--- src/rtl/ir_nec_tx.sv ---
// ir_nec_tx: NEC-format IR frame transmitter driving the demodulated line level
// Latency: irda falls one cycle after start is accepted; all outputs registered
// Backpressure: start is taken only while idle (or in the done cycle); ignored while busy
//
// Ports:
//   clk    system clock
//   rst    asynchronous active-high reset (abandons any partial frame)
//   start  frame request, sampled at rising edge of clk
//   addr   NEC address byte, latched at acceptance
//   cmd    NEC command byte, latched at acceptance
//   rpt    repeat-frame request (only when IR_TX_REPEAT_EN is defined)
//   busy   high from frame acceptance until the end of the trailing gap
//   done   one-cycle pulse when the gap completes
//   irda   IR line level; 1 = idle/space, 0 = mark
//
// Optional feature: define IR_TX_REPEAT_EN to add the rpt port and the
// NEC repeat frame (16U mark, 4U space, stop mark, gap).
module ir_nec_tx #(
  parameter int UNIT_CYCLES = 28125,
  parameter int GAP_UNITS   = 64
) (
  input  logic       clk,
  input  logic       rst,
  input  logic       start,
  input  logic [7:0] addr,
  input  logic [7:0] cmd,
`ifdef IR_TX_REPEAT_EN
  input  logic       rpt,
`endif
  output logic       busy,
  output logic       done,
  output logic       irda
);

  localparam int CW = (UNIT_CYCLES > 1) ? $clog2(UNIT_CYCLES) : 1;
  // Unit counter must hold the longest state: the gap or the 16U leader mark.
  localparam int UW = $clog2((GAP_UNITS > 16) ? GAP_UNITS : 16) + 1;
  localparam logic [CW-1:0] CYC_LAST = CW'(UNIT_CYCLES - 1);
  localparam logic [UW-1:0] GAP_LAST = UW'(GAP_UNITS - 1);

  typedef enum logic [2:0] {
    IDLE,
    LEAD_MARK,
    LEAD_SPACE,
    BIT_MARK,
    BIT_SPACE,
    STOP_MARK,
`ifdef IR_TX_REPEAT_EN
    REP_SPACE,
`endif
    GAP
  } state_t;

  state_t        state_q, state_nxt;
  logic [CW-1:0] cyc_q, cyc_nxt;
  logic [UW-1:0] unit_q, unit_nxt;
  logic [UW-1:0] units_last;
  logic [4:0]    bit_q, bit_nxt;
  logic [31:0]   word_q, word_nxt;
  logic          done_nxt;
  logic          busy_nxt;
  logic          irda_nxt;
`ifdef IR_TX_REPEAT_EN
  logic          rep_q, rep_nxt;
`endif

  // Index of the last unit of the current state. Bit 0 of the shift word is
  // always the bit being sent, so the space length follows it directly.
  always_comb begin
    units_last = '0;
    case (state_q)
      LEAD_MARK:  units_last = UW'(15);
      LEAD_SPACE: units_last = UW'(7);
      BIT_SPACE:  units_last = word_q[0] ? UW'(2) : UW'(0);
`ifdef IR_TX_REPEAT_EN
      REP_SPACE:  units_last = UW'(3);
`endif
      GAP:        units_last = GAP_LAST;
      default:    units_last = '0;
    endcase
  end

  always_comb begin
    state_nxt = state_q;
    cyc_nxt   = cyc_q;
    unit_nxt  = unit_q;
    bit_nxt   = bit_q;
    word_nxt  = word_q;
    done_nxt  = 1'b0;
`ifdef IR_TX_REPEAT_EN
    rep_nxt   = rep_q;
`endif
    if (state_q == IDLE) begin
      if (start) begin
        state_nxt = LEAD_MARK;
        cyc_nxt   = '0;
        unit_nxt  = '0;
        bit_nxt   = '0;
        word_nxt  = {~cmd, cmd, ~addr, addr};
`ifdef IR_TX_REPEAT_EN
        rep_nxt   = rpt;
`endif
      end
    end else if (cyc_q != CYC_LAST) begin
      cyc_nxt = cyc_q + 1'b1;
    end else begin
      cyc_nxt = '0;
      if (unit_q != units_last) begin
        unit_nxt = unit_q + 1'b1;
      end else begin
        unit_nxt = '0;
        case (state_q)
`ifdef IR_TX_REPEAT_EN
          LEAD_MARK:  state_nxt = rep_q ? REP_SPACE : LEAD_SPACE;
          REP_SPACE:  state_nxt = STOP_MARK;
`else
          LEAD_MARK:  state_nxt = LEAD_SPACE;
`endif
          LEAD_SPACE: state_nxt = BIT_MARK;
          BIT_MARK:   state_nxt = BIT_SPACE;
          BIT_SPACE: begin
            word_nxt  = word_q >> 1;
            bit_nxt   = bit_q + 5'd1;
            state_nxt = (bit_q == 5'd31) ? STOP_MARK : BIT_MARK;
          end
          STOP_MARK:  state_nxt = GAP;
          GAP: begin
            state_nxt = IDLE;
            done_nxt  = 1'b1;
          end
          default:    state_nxt = IDLE;
        endcase
      end
    end
  end

  // Outputs are decoded from the next state so they switch on the same edge
  // as the state register, keeping irda glitch-free at unit boundaries.
  always_comb begin
    busy_nxt = (state_nxt != IDLE);
    irda_nxt = !((state_nxt == LEAD_MARK) || (state_nxt == BIT_MARK) ||
                 (state_nxt == STOP_MARK));
  end

  always_ff @(posedge clk or posedge rst) begin
    if (rst) begin
      state_q <= IDLE;
      cyc_q   <= '0;
      unit_q  <= '0;
      bit_q   <= '0;
      word_q  <= '0;
      busy    <= 1'b0;
      done    <= 1'b0;
      irda    <= 1'b1;
`ifdef IR_TX_REPEAT_EN
      rep_q   <= 1'b0;
`endif
    end else begin
      state_q <= state_nxt;
      cyc_q   <= cyc_nxt;
      unit_q  <= unit_nxt;
      bit_q   <= bit_nxt;
      word_q  <= word_nxt;
      busy    <= busy_nxt;
      done    <= done_nxt;
      irda    <= irda_nxt;
`ifdef IR_TX_REPEAT_EN
      rep_q   <= rep_nxt;
`endif
    end
  end

endmodule

--- config.mk ---
export PLATFORM = sky130hd
export DESIGN_NAME = ir_nec_tx
export DESIGN_NICKNAME = d
export VERILOG_FILES = /design/src/rtl/ir_nec_tx.sv
export SDC_FILE = /design/constraint.sdc
export NUM_CORES = 1
export LEC_CHECK = 0
export CORE_ASPECT_RATIO = 1.1
export CORE_UTILIZATION = 63
export CTS_CLUSTER_SIZE = 25
export DETAILED_ROUTE_END_ITERATION = 6
export PLACE_DENSITY = 0.84
export SETUP_SLACK_MARGIN = 0.15
export SLEW_MARGIN = 10
export SYNTH_ARGS = -nofsm -noshare
export SYNTH_HDL_FRONTEND = slang
export SYNTH_SLANG_ARGS = --single-unit
--- constraint.sdc ---
create_clock -name clk -period 3.2 [get_ports clk]
set_input_delay 0.48 -clock clk [delete_from_list [all_inputs] [get_ports clk]]
set_output_delay 0.48 -clock clk [all_outputs]
set_load 0.005 [all_outputs]
==> run metrics, run 1 <==
status finished, final reports clean; worst r2r src cyc_q[0]$_DFFE_PP0P_; root buf cell clkbuf_8; synthesized flop and latch total 65; reg-to-reg endpoint word_q[14]$_DFFE_PP0P_; fraction of layout cells with a size suffix above 1 0.105; Total Routed Length 7.22 mm; Synth Flop Type dfrtp_1; synthesis-to-finish area growth 13.4%; relative slew slack 0.524; initial antenna violation count 0; vias 2857; clock slew at reported path FFs 0.08 ns; # H-tree levels 3; CP Capture Type register; CP Launch Type register; core area 0.00510 sq mm; Post-Syn Nets 396; post-route ant nets 0; Hold Path Class in -> async; Die Span Y 79.0 um; TritonCTS Buffers 9; Non-Filler Instances 464; Fmax 349 MHz; Avg Inst Size Synth 9.14 sq um; Starting Density 0.666; TritonRoute pass-1 iters 5; Sink Count 65; CTS Hold Buffers Added 0; maximum vdd ir drop 0.000292 V; Skew-Pair Late Insertion Delay 0.34 ns; max-slew violations 0; Setup Viol. Count Final 0; CP Max Fanout 24; vias in the first global route 2788; setup bufs post-CTS 0; uppermost layer routed met4; R2R setup slack 0.34 ns; DRC Markers 0; Synth Cell Area 0.00340 sq mm; largest net degree at the start of global routing 31; R2R depth 8; Tmin final 2.86 ns; Synth async-reset ratio 1.00; PD cells 430 mW/mm^2; hold_ws 0.430 ns; TritonCTS clock tree done; Leakage Power 1.55 nW; Max-Cap Viols 0; RSZ-0062 raised after global routing false; Post-DP HPWL 4.57 mm; synth warn 0; post_cts resized 0; Worst Path Required 3.43 ns; WS Path Type reg -> reg; met3 wire length 327 um; most frequent cells in the layout dfrtp_1 (64), nand2_1 (62), o21ai_0 (41); met2 wire len 3.37 mm; die width 72.0 um; Iter 0 DRT Violations 276; Syn Inst Count 372; ANT cells 0; Final Hold Viols 0; Worst Path Arrival 3.09 ns; Placer Congestion 0.838; EDFF count, synth 0; # rows 27; dpl cells 448; WL/cell 15.6 um; Layout Nets 411; global-route wire length before repair 12.6 mm; Sum Neg Setup Slack 0 ns; IO Port Bufs 21; die area 0.00569 sq mm; register area share after synthesis 0.479; commonest non-fill, non-tap cell in the layout dfrtp_1; Worst Skew 0.00796 ns; Tcrit/Tclk final 0.895; GR Overflow Total 0; M1 WL 3.36 mm; Tightest Pin Transition 0.708 ns; gr usage total 0.285; distinct cell type count after synthesis 49; via density per instance 6.16; clk buf depth 2; IO Pins 22
==> area by class of cell <==
class                           instances  area, sq um
Clock buffer                           10          138
Clock inverter                          6         90.1
Fill cell                             373         1250
Inverter                               11         41.3
Multi-Input combinational cell        271         1600
Sequential cell                        65         1630
Tap cell                               72         90.1
Timing Repair Buffer                   29          270
==> worst max-delay path: stages (launching register included) <==
cell      delay [ns]
dfrtp_1         0.42
inv_1           0.09
ha_1            0.14
nand4b_1        0.14
nor4_1          0.62
and2_1          0.31
nand3_4         0.19
nand2_2         0.43
mux2_2          0.39
==> cells in the mapped netlist, types with 5 or more instances <==
cell      count  area (sq um)
a31oi_1      16           100
buf_2         7          35.0
a21oi_1       6          30.0
dfrtp_1      64          1600
o221a_2       7          78.8
nor2_1       24          90.1
o21ai_0      41           205
and3_1        8          50.1
ha_1          5          62.6
nor3_1       17          85.1
nand3_1      18          90.1
nand4_1       5          31.3
inv_1        11          41.3
mux2_1        6          67.6
nand2_1      62           233
clkbuf_1     12          45.0
==> routing by layer <==
layer | vias up | global-route usage
met2 | 86 | 0.443
met3 | 17 | 0.0457
met1 | 1380 | 0.386
met5 | - | 0
met4 | 0 | 0.149
li1 | 1374 | -
==> cells by family after synthesis <==
family                   after synthesis  synth area share
AO/OA/AOI/OAI                         92             0.178
buffers and inverters                 36            0.0523
flip-flops                            65             0.479
XOR/XNOR                               4            0.0103
multiplexers                          10            0.0328
adder cells (fa/ha/maj)                5            0.0184
AND/OR/NAND/NOR                      160             0.229
==> flip-flops by register name, summed over array words and instances (netlist names) <==
register,flops
word_q,32
cyc_q,15
busy,1
bit_q,5
unit_q,7
done,1
state_q,3
irda,1
==> where the power goes <==
group	leakage, nW	switching, W	total (W)	internal [W]
combinational	0.668	0.0000219	0.0000435	0.0000216
sequential	0.770	0	0.000821	0.000821
clock	0.113	0.000332	0.000795	0.000463
==> metrics by stage <==
step           total power (W)  setup slack (ns)   util  instance area [sq um]
6_report               0.00166             0.336  0.756                   3850
5_1_grt                0.00170             0.190  0.756                   3850
4_1_cts                0.00167             0.362  0.756                   3850
3_5_place_dp          0.000881             0.449  0.711                   3630
3_3_place_gp          0.000881             0.594  0.711                   3630
2_1_floorplan         0.000850              1.02      -                   3400
==> worst max-delay path by stage <==
stage	start	to	slack, ns	cells after the start
finish	cyc_q[0]$_DFFE_PP0P_	word_q[14]$_DFFE_PP0P_	0.34	8
global route	cyc_q[0]$_DFFE_PP0P_	word_q[14]$_DFFE_PP0P_	0.19	8
CTS	cyc_q[0]$_DFFE_PP0P_	word_q[14]$_DFFE_PP0P_	0.36	8
detailed placement	cyc_q[0]$_DFFE_PP0P_	word_q[14]$_DFFE_PP0P_	0.45	8
global placement	cyc_q[0]$_DFFE_PP0P_	word_q[14]$_DFFE_PP0P_	0.59	8
floorplan	unit_q[4]$_DFFE_PP0P_	word_q[10]$_DFFE_PP0P_	1.02	8
No activity file was read; power rests on OpenSTA's default activity.
==> run 2, diff against run 1 <==
==> constraint.sdc (replaced) <==
create_clock -name clk -period 3.2 [get_ports clk]
set_input_delay 0.48 -clock clk [delete_from_list [all_inputs] [get_ports clk]]
set_output_delay 0.48 -clock clk [all_outputs]
set_load 0.01 [all_outputs]
==> results of run 2 <==
The final DEF is identical to that of run 1; final timing and power are the same.
